[src/rtl/uart_tx_arbiter_if.sv]
// Bundle linking four byte requesters, the arbiter and the shared UART transmitter.
// The master side (requesters + transmitter) drives requests and tx_busy; the slave side is the arbiter.
interface uart_tx_arbiter_if;
    logic [3:0]  req_valid;
    logic [31:0] req_data;
    logic [3:0]  req_ready;
    logic        tx_start;
    logic [7:0]  tx_data;
    logic        tx_busy;
    logic [1:0]  grant_id;
    logic        busy;

    modport master (
        output req_valid, req_data, tx_busy,
        input  req_ready, tx_start, tx_data, grant_id, busy
    );

    modport slave (
        input  req_valid, req_data, tx_busy,
        output req_ready, tx_start, tx_data, grant_id, busy
    );
endinterface

[src/rtl/uart_tx_arbiter.sv]
// Four-port byte arbiter feeding one shared UART transmitter, with optional idle gap between bytes.
// Define UART_ARB_FIXED_PRIO_EN for lowest-index-first selection; round-robin otherwise.
module uart_tx_arbiter #(
    parameter int GAP = 0,
    parameter int DW  = 8
) (
    input logic              clk,
    input logic              rstn,
    uart_tx_arbiter_if.slave bus
);

    typedef enum logic [2:0] {
        ST_IDLE      = 3'd0,
        ST_LAUNCH    = 3'd1,
        ST_WAIT_BUSY = 3'd2,
        ST_WAIT_DONE = 3'd3,
        ST_GAP       = 3'd4
    } state_t;

    state_t          r_state;
    logic            r_txStart;
    logic [DW-1:0]   r_txData;
    logic [1:0]      r_grantId;
    logic [1:0]      r_last;
    logic            r_busy;
    logic [7:0]      r_gapCnt;

    logic [1:0]      w_winner;
    logic            w_anyValid;
    logic [3:0]      w_ready;
    logic            w_accept;

    // Winner selection; the grant is gated by rstn so nothing is accepted while reset is held.
    always_comb begin
        w_winner   = 2'd0;
        w_anyValid = |bus.req_valid;
`ifdef UART_ARB_FIXED_PRIO_EN
        for (int k = 3; k >= 0; k--) begin
            if (bus.req_valid[k]) w_winner = 2'(k);
        end
`else
        for (int k = 4; k >= 1; k--) begin
            if (bus.req_valid[r_last + 2'(k)]) w_winner = r_last + 2'(k);
        end
`endif
        w_ready = 4'b0000;
        if (r_state == ST_IDLE && rstn && w_anyValid) w_ready[w_winner] = 1'b1;
    end

    assign w_accept = |w_ready;

    always_ff @(posedge clk) begin
        if (!rstn) begin
            r_state   <= ST_IDLE;
            r_txStart <= 1'b0;
            r_txData  <= '1;
            r_grantId <= 2'd0;
            r_last    <= 2'd3;
            r_busy    <= 1'b0;
            r_gapCnt  <= 8'd0;
        end else begin
            r_txStart <= 1'b0;
            case (r_state)
                ST_IDLE: begin
                    if (w_accept) begin
                        r_txData  <= bus.req_data[DW*w_winner +: DW];
                        r_grantId <= w_winner;
                        r_last    <= w_winner;
                        r_txStart <= 1'b1;
                        r_busy    <= 1'b1;
                        r_state   <= ST_LAUNCH;
                    end
                end
                ST_LAUNCH: begin
                    r_state <= ST_WAIT_BUSY;
                end
                ST_WAIT_BUSY: begin
                    if (bus.tx_busy) r_state <= ST_WAIT_DONE;
                end
                ST_WAIT_DONE: begin
                    if (!bus.tx_busy) begin
                        if (GAP > 0) begin
                            r_gapCnt <= 8'(GAP - 1);
                            r_state  <= ST_GAP;
                        end else begin
                            r_busy  <= 1'b0;
                            r_state <= ST_IDLE;
                        end
                    end
                end
                ST_GAP: begin
                    if (r_gapCnt == 8'd0) begin
                        r_busy  <= 1'b0;
                        r_state <= ST_IDLE;
                    end else begin
                        r_gapCnt <= r_gapCnt - 8'd1;
                    end
                end
                default: begin
                    r_busy  <= 1'b0;
                    r_state <= ST_IDLE;
                end
            endcase
        end
    end

    assign bus.req_ready = w_ready;
    assign bus.tx_start  = r_txStart;
    assign bus.tx_data   = r_txData;
    assign bus.grant_id  = r_grantId;
    assign bus.busy      = r_busy;

endmodule

[src/flat_wrapper.sv]
// flat-port wrapper written by rule: the top's interface ports become plain ports
module uart_tx_arbiter_flat 
#(
    parameter int GAP = 0,
    parameter int DW  = 8
)
  (clk, rstn, bus_req_valid, bus_req_data, bus_tx_busy, bus_req_ready, bus_tx_start, bus_tx_data, bus_grant_id, bus_busy);
  uart_tx_arbiter_if bus_i ();
  input logic clk;
  input logic rstn;
  input wire logic [$bits(bus_i.req_valid)-1:0] bus_req_valid;
  input wire logic [$bits(bus_i.req_data)-1:0] bus_req_data;
  input wire logic [$bits(bus_i.tx_busy)-1:0] bus_tx_busy;
  output wire logic [$bits(bus_i.req_ready)-1:0] bus_req_ready;
  output wire logic [$bits(bus_i.tx_start)-1:0] bus_tx_start;
  output wire logic [$bits(bus_i.tx_data)-1:0] bus_tx_data;
  output wire logic [$bits(bus_i.grant_id)-1:0] bus_grant_id;
  output wire logic [$bits(bus_i.busy)-1:0] bus_busy;
  assign bus_i.req_valid = bus_req_valid;
  assign bus_i.req_data = bus_req_data;
  assign bus_i.tx_busy = bus_tx_busy;
  assign bus_req_ready = bus_i.req_ready;
  assign bus_tx_start = bus_i.tx_start;
  assign bus_tx_data = bus_i.tx_data;
  assign bus_grant_id = bus_i.grant_id;
  assign bus_busy = bus_i.busy;
  uart_tx_arbiter #(.GAP(GAP), .DW(DW)) u_core (.clk(clk), .rstn(rstn), .bus(bus_i));
endmodule
[config.mk]
export PLATFORM = sky130hd
export DESIGN_NAME = uart_tx_arbiter_flat
export DESIGN_NICKNAME = d
export VERILOG_FILES = /design/src/rtl/uart_tx_arbiter_if.sv /design/src/rtl/uart_tx_arbiter.sv /design/src/flat_wrapper.sv
export SDC_FILE = /design/constraint.sdc
export NUM_CORES = 1
export LEC_CHECK = 0
export BUFFER_PORTS_ARGS = -buffer_cell sky130_fd_sc_hd__buf_2
export CORE_MARGIN = 2
export CORE_UTILIZATION = 43
export DETAILED_ROUTE_END_ITERATION = 10
export PLACE_DENSITY = 0.78
export SLEW_MARGIN = 25
export SYNTH_ARGS = -nofsm -noshare
export SYNTH_HDL_FRONTEND = slang
export SYNTH_SLANG_ARGS = --single-unit
[constraint.sdc]
create_clock -name clk -period 1.9 [get_ports clk]
set_input_delay 0.38 -clock clk [delete_from_list [all_inputs] [get_ports clk]]
set_output_delay 0.38 -clock clk [all_outputs]
set_load 0.1 [all_outputs]
==> impl_metrics.toml, run 1 <==
[status]
status = "finished, violations left"
violations = "negative setup slack"

[grt]
grt_max_degree = 16
grt_first_pass_wirelength_mm = 5.106
overflow = 0
grt.total_usage = 0.2572
antenna_found_initial = 0
grt_pass1_vias = 1116

[yosys]
synth-seq-cells = 16
synth.avg_cell_area_um2 = 8.309
syn_area_um2 = 972.2
yosysSeqAreaShare = 0.3295
yosysTopAreaCell = "dfxtp_1"
yosys_warnings = 0
synth_area_leaders = "dfxtp_1 (33%), mux2i_1 (13%), nand2_1 (9.7%)"
netlist-cell-type-count = 30
synth_top_area_share = 0.3295
syn_inst = 117
syn-num-nets = 159

[placement]
dp.cells = 214
hpwl_mm = 2.347
gp_congestion = 0.7727
portBuffers = 54

[clock_tree]
cts_hold_buf = 0
clkTransAtPathRegs_ns = 0.08
htree_num_levels = 1
cts_made_buffers = 3
clock_latency_ns = 0.28
cts_tree = "yes"
cts_buffer_depth = 2
cts-root-buf = "clkbuf_4"
clock-sinks = 16

[detailed_routing]
avgViaCountPerCell = 5.371
routed_wl_mm = 3.613
first_iter_violations = 37
drcViolationCount = 0
ant_nets = 0
dr.pass1.iters = 4
wire_per_inst_um = 15.78
vias = 1230

[timing]
fin_crit_ns = 2.043
relSlewSlack = 0.6732
fin_worst_skew_ns = 0.001717
clock.fmax_mhz = 489.5
hold_violations = 0
worst_pin_slew_ns = 0.4936
setup_ws_ns = -0.1430
drv_slew = 0
finalSetupViolations = 6
rsz0062_at_grt = "yes"
min_period_over_period = 1.075

[critical_path]
critPathMaxStageDelay_ns = 0.38
crit_type = "flop to output pin"
critical-path-top-delay-family = "buffers and inverters"
endpoint_kind = "output pin"
start_kind = "flop"
crit_slowest_cell = "dfxtp_4"
path_cells = "nor2b_4 > buf_6 > o221ai_2 > buf_4 > nor3_4 > buf_12"
required_ns = 1.52
worstPathMaxFanout = 4
arrival_ns = 1.66
crit_buf_inv = 3

[cells_and_area]
drive_above_1_share = 0.5672
final_cell_count_no_fill = 229
ff_latch_area_um2 = 330.3
fin_nets = 245
multiInputGateArea_um2 = 739.5
fillers = 149
syn2layout_area_growth_pct = 78.12
n_antenna_cell = 0

[power_and_ir_drop]
ir_drop_mv = 1.410
leakagePower_nw = 0.8493
finalPower_w = 0.003315
power.density_mw_per_mm2 = 1914

[floorplan]
die_area_mm2 = 0.002657
initial_core_util = 0.4481
pin_count = 55
rows = 17
fp.dieW_um = 51.55
die_y_um = 51.55
core_mm2 = 0.002170

[flow_run]
maxCapViolCount = 0

[min_path]
min_path_type = "input pin to flop"
-- timing repair --
| item | in CTS | in global routing |
|---|---|---|
| pin swaps | 4 | 7 |
| gates resized for setup | 19 | 10 |
| setup buffers | 7 | 5 |
| endpoints found under the setup margin | 4 | 8 |
-- area by class of cell --
type,instances,area share
Clock buffer,3,0.01301
Inverter,3,0.006503
Multi-Input combinational cell,93,0.4270
Sequential cell,16,0.1908
Tap cell,28,0.02023
Timing Repair Buffer,86,0.3425
-- through the flow --
step | instance area [µm²] | setup slack, ns | hold WS [ns] | utilization | setup TNS (ns)
finish | 1732 | -0.1430 | 0.3198 | 0.7982 | -0.4253
global route | 1732 | -0.1952 | 0.3078 | 0.7982 | -0.7704
CTS | 1647 | -0.1038 | 0.3187 | 0.7589 | -0.3260
detailed placement | 1500 | -0.08674 | 0.4673 | 0.6915 | -0.2922
global placement | 1500 | -0.03890 | 0.4528 | 0.6915 | -0.06767
floorplan | 1007 | -0.2732 | 0.4480 | - | -1.170
-- metal layers --
layer,track usage,up-vias,share of wire
met4,0.07895,0,0.029
li1,-,592,-
met5,0,-,0
met1,0.3243,564,0.39
met2,0.4487,61,0.52
met3,0.04023,13,0.063
-- layout by cell type, fill, tap and decap left out, types with 2 or more instances in the layout --
| master | n |
|---|---|
| a21o_1 | 2 |
| a2bb2oi_1 | 2 |
| a2bb2oi_2 | 2 |
| and3_4 | 2 |
| buf_12 | 4 |
| buf_2 | 50 |
| buf_4 | 26 |
| buf_6 | 6 |
| clkbuf_4 | 3 |
| dfxtp_1 | 12 |
| dfxtp_2 | 2 |
| dfxtp_4 | 2 |
| ha_1 | 2 |
| inv_2 | 2 |
| mux2i_1 | 12 |
| nand2_1 | 25 |
| nand3_1 | 5 |
| nand4_1 | 8 |
| nor2_1 | 6 |
| nor2b_1 | 3 |
| nor3_4 | 2 |
| o21ai_0 | 2 |
-- registers in the layout, indices dropped and copies added, names as in the netlist --
register / flops
u_core.bus.grant_id: 2
u_core.r_state: 2
u_core.bus.tx_data: 8
u_core.bus.tx_start: 1
u_core.bus.busy: 1
u_core.r_last: 2
-- Yosys cell counts --
cell,number
nand2_1,25
dfxtp_1,16
mux2i_1,13
nand4_1,8
nor2_1,6
nand3_1,5
a2bb2oi_1,4
nor2b_1,4
o21ai_0,4
clkbuf_1,3
ha_1,3
inv_1,3
a21o_1,2
and3_1,2
nand2b_1,2
nor3_2,2
o221a_2,2
a21boi_0,1
a21boi_1,1
a221o_1,1
and2_1,1
buf_2,1
buf_6,1
nand2_2,1
o221ai_1,1
o311ai_1,1
o41a_2,1
o41ai_1,1
or3_1,1
or3b_1,1
-- where the power goes --
part | total, W | internal (W) | switching, W
combinational | 0.00255 | 0.000891 | 0.00166
sequential | 0.000596 | 0.000498 | 0.0000982
clock | 0.000168 | 0.0000735 | 0.0000946
-- worst min-delay path: stages --
cell and delay [ns]:
buf_2 0.08, nand2_1 0.04, nand4_1 0.07
-- cells by family (layout without fill, tap and decap cells) --
| kind of cell | Yosys count | after routing | synth area share |
|---|---|---|---|
| flip-flops | 16 | 16 | 0.3295 |
| buffers and inverters | 8 | 92 | 0.03989 |
| AO/OA/AOI/OAI | 19 | 19 | 0.1609 |
| AND/OR/NAND/NOR | 58 | 58 | 0.2973 |
| multiplexers | 13 | 13 | 0.1338 |
| adder cells (fa/ha/maj) | 3 | 3 | 0.03861 |
-- final timing paths --
check                           cells past startpoint  slack, ns                endpoint                    from
worst max-delay path                                6      -0.14        bus_req_ready[2]        u_core.r_last[0]
worst min register to register                      2       0.48  u_core.bus.grant_id[1]  u_core.bus.grant_id[1]
worst min-delay path                                3       0.32   u_core.bus.tx_data[3]        bus_req_data[19]
worst max register to register                      7      -0.04   u_core.bus.tx_data[7]        u_core.r_last[1]
(Power assumes the default switching activity.)
==> run 2, diff against run 1 <==
SETUP_SLACK_MARGIN = 0.5   (was not set)
==> impl_metrics.toml, run 2 (synthesized netlist as in run 1, its figures left out) <==
[timing]
hold_violations = 0
min_period_over_period = 1.081
drv_slew = 0
finalSetupViolations = 4
clock.fmax_mhz = 486.9
fin_crit_ns = 2.054
rsz0062_at_grt = "yes"
tns_ns = -0.5747
fin_worst_skew_ns = 0.008486
relSlewSlack = 0.6876
worst_pin_slew_ns = 0.4635
setup_ws_ns = -0.1537

[clock_tree]
cts_hold_buf = 0
clock-sinks = 16
cts_made_buffers = 3
clkTransAtPathRegs_ns = 0.11
cts_tree = "yes"
cts_buffer_depth = 2
clock_latency_ns = 0.30
htree_num_levels = 1
cts-root-buf = "clkbuf_4"

[cells_and_area]
final_cell_count_no_fill = 223
fin_nets = 238
fillers = 147
ff_latch_area_um2 = 327.8
multiInputGateArea_um2 = 767.0
syn2layout_area_growth_pct = 78.64
drive_above_1_share = 0.5744
final_util = 0.8005
largest_register_ffs = 8
final_common_cell = "buf_2"
layout_common_cells = "buf_2 (38), buf_4 (34), nand2_1 (25), dfxtp_1 (12), mux2i_1 (10)"
n_antenna_cell = 0

[power_and_ir_drop]
switching_power_w = 0.001882
finalPower_w = 0.003428
ir_drop_mv = 1.342
power.density_mw_per_mm2 = 1974
internal_power_w = 0.001546
combPwrFrac = 0.758
seq_power_share = 0.172
switching_share = 0.5491
leakagePower_nw = 0.8284
pwr-share-clk = 0.070

[grt]
grt_first_pass_wirelength_mm = 5.030
antenna_found_initial = 0
grt.total_usage = 0.2575
grt_max_degree = 16
overflow = 0
grt_pass1_vias = 1102

[floorplan]
fp.dieW_um = 51.55
rows = 17
die_area_mm2 = 0.002657
die_y_um = 51.55
pin_count = 55
initial_core_util = 0.4481
core_mm2 = 0.002170

[detailed_routing]
top_layer_used = "met4"
ant_nets = 0
routed_wl_mm = 3.498
vias = 1212
drt-met1-wl_mm = 1.380
dr.pass1.iters = 4
wl_met3_um = 176
first_iter_violations = 35
met2_length_mm = 1.894
wire_per_inst_um = 15.69
drcViolationCount = 0
avgViaCountPerCell = 5.435

[placement]
hpwl_mm = 2.327
portBuffers = 54
gp_congestion = 0.7827
dp.cells = 209
post-place-ws_ns = -0.06545

[status]
status = "finished, violations left"
violations = "negative setup slack"

[min_path]
min_path_type = "input pin to flop"

[critical_path]
arrival_ns = 1.67
start_kind = "flop"
required_ns = 1.52
crit_type = "flop to output pin"
endpoint_kind = "output pin"
worstPathMaxFanout = 4
r2r_slack_ns = 0.03

[flow_run]
maxCapViolCount = 0
==> run 2: path summary, 6_finish.rpt <==
| path | end | startpoint | depth (start not counted) |
|---|---|---|---|
| hold / removal | u_core.bus.tx_data[0] | bus_req_data[16] | 3 |
| setup reg to reg | u_core.bus.tx_data[2] | u_core.r_last[1] | 8 |
| hold reg to reg | u_core.bus.grant_id[1] | u_core.bus.grant_id[1] | 2 |
| setup / recovery | bus_req_ready[3] | u_core.r_last[0] | 6 |
==> run 2: area by class of cell <==
cell class              instances  area share
multi-input cells              93      0.4416
inverters                       3    0.006484
well taps                      28     0.02017
clock buffers                   4     0.02089
flip-flops and latches         16      0.1888
repair buffers                 79      0.3220
==> run 2: worst max-delay path: stages, from the launching register on <==
cell	delay (ns)
dfxtp_4	0.38
nand2b_4	0.14
a21o_1	0.20
o311ai_4	0.08
buf_4	0.19
and3_4	0.20
buf_12	0.17
==> run 2: power groups by stage <==
stage                     clock, W  combinational (W)  sequential [W]
after floorplan                  0           0.000934         0.00137
after global placement           0            0.00219        0.000576
after detailed placement         0            0.00223        0.000585
after CTS                 0.000239            0.00246        0.000586
after global routing      0.000247            0.00273        0.000604
final                     0.000239            0.00260        0.000591
==> run 2: routing by layer <==
metal | vias to the layer above | track usage
li1 | 581 | -
met1 | 583 | 0.2948
met2 | 44 | 0.4765
met3 | 4 | 0.04310
met4 | 0 | 0.09211
met5 | - | 0
==> run 2: what timing repair did <==
| action | in CTS | in global routing |
|---|---|---|
| endpoints found under the setup margin | 28 | 18 |
| gates resized for setup | 25 | 10 |
| pin swaps | 7 | 3 |
| setup buffers | 7 | 3 |
| hold endpoints to repair | 0 | 0 |
| gates cloned | 0 | 0 |
==> run 2: through the flow <==
step,hold WS (ns),instance area [µm²]
finish,0.2913,1737
floorplan,0.4511,1050
CTS,0.2983,1668
global route,0.3019,1737
detailed placement,0.4584,1496
global placement,0.4542,1496
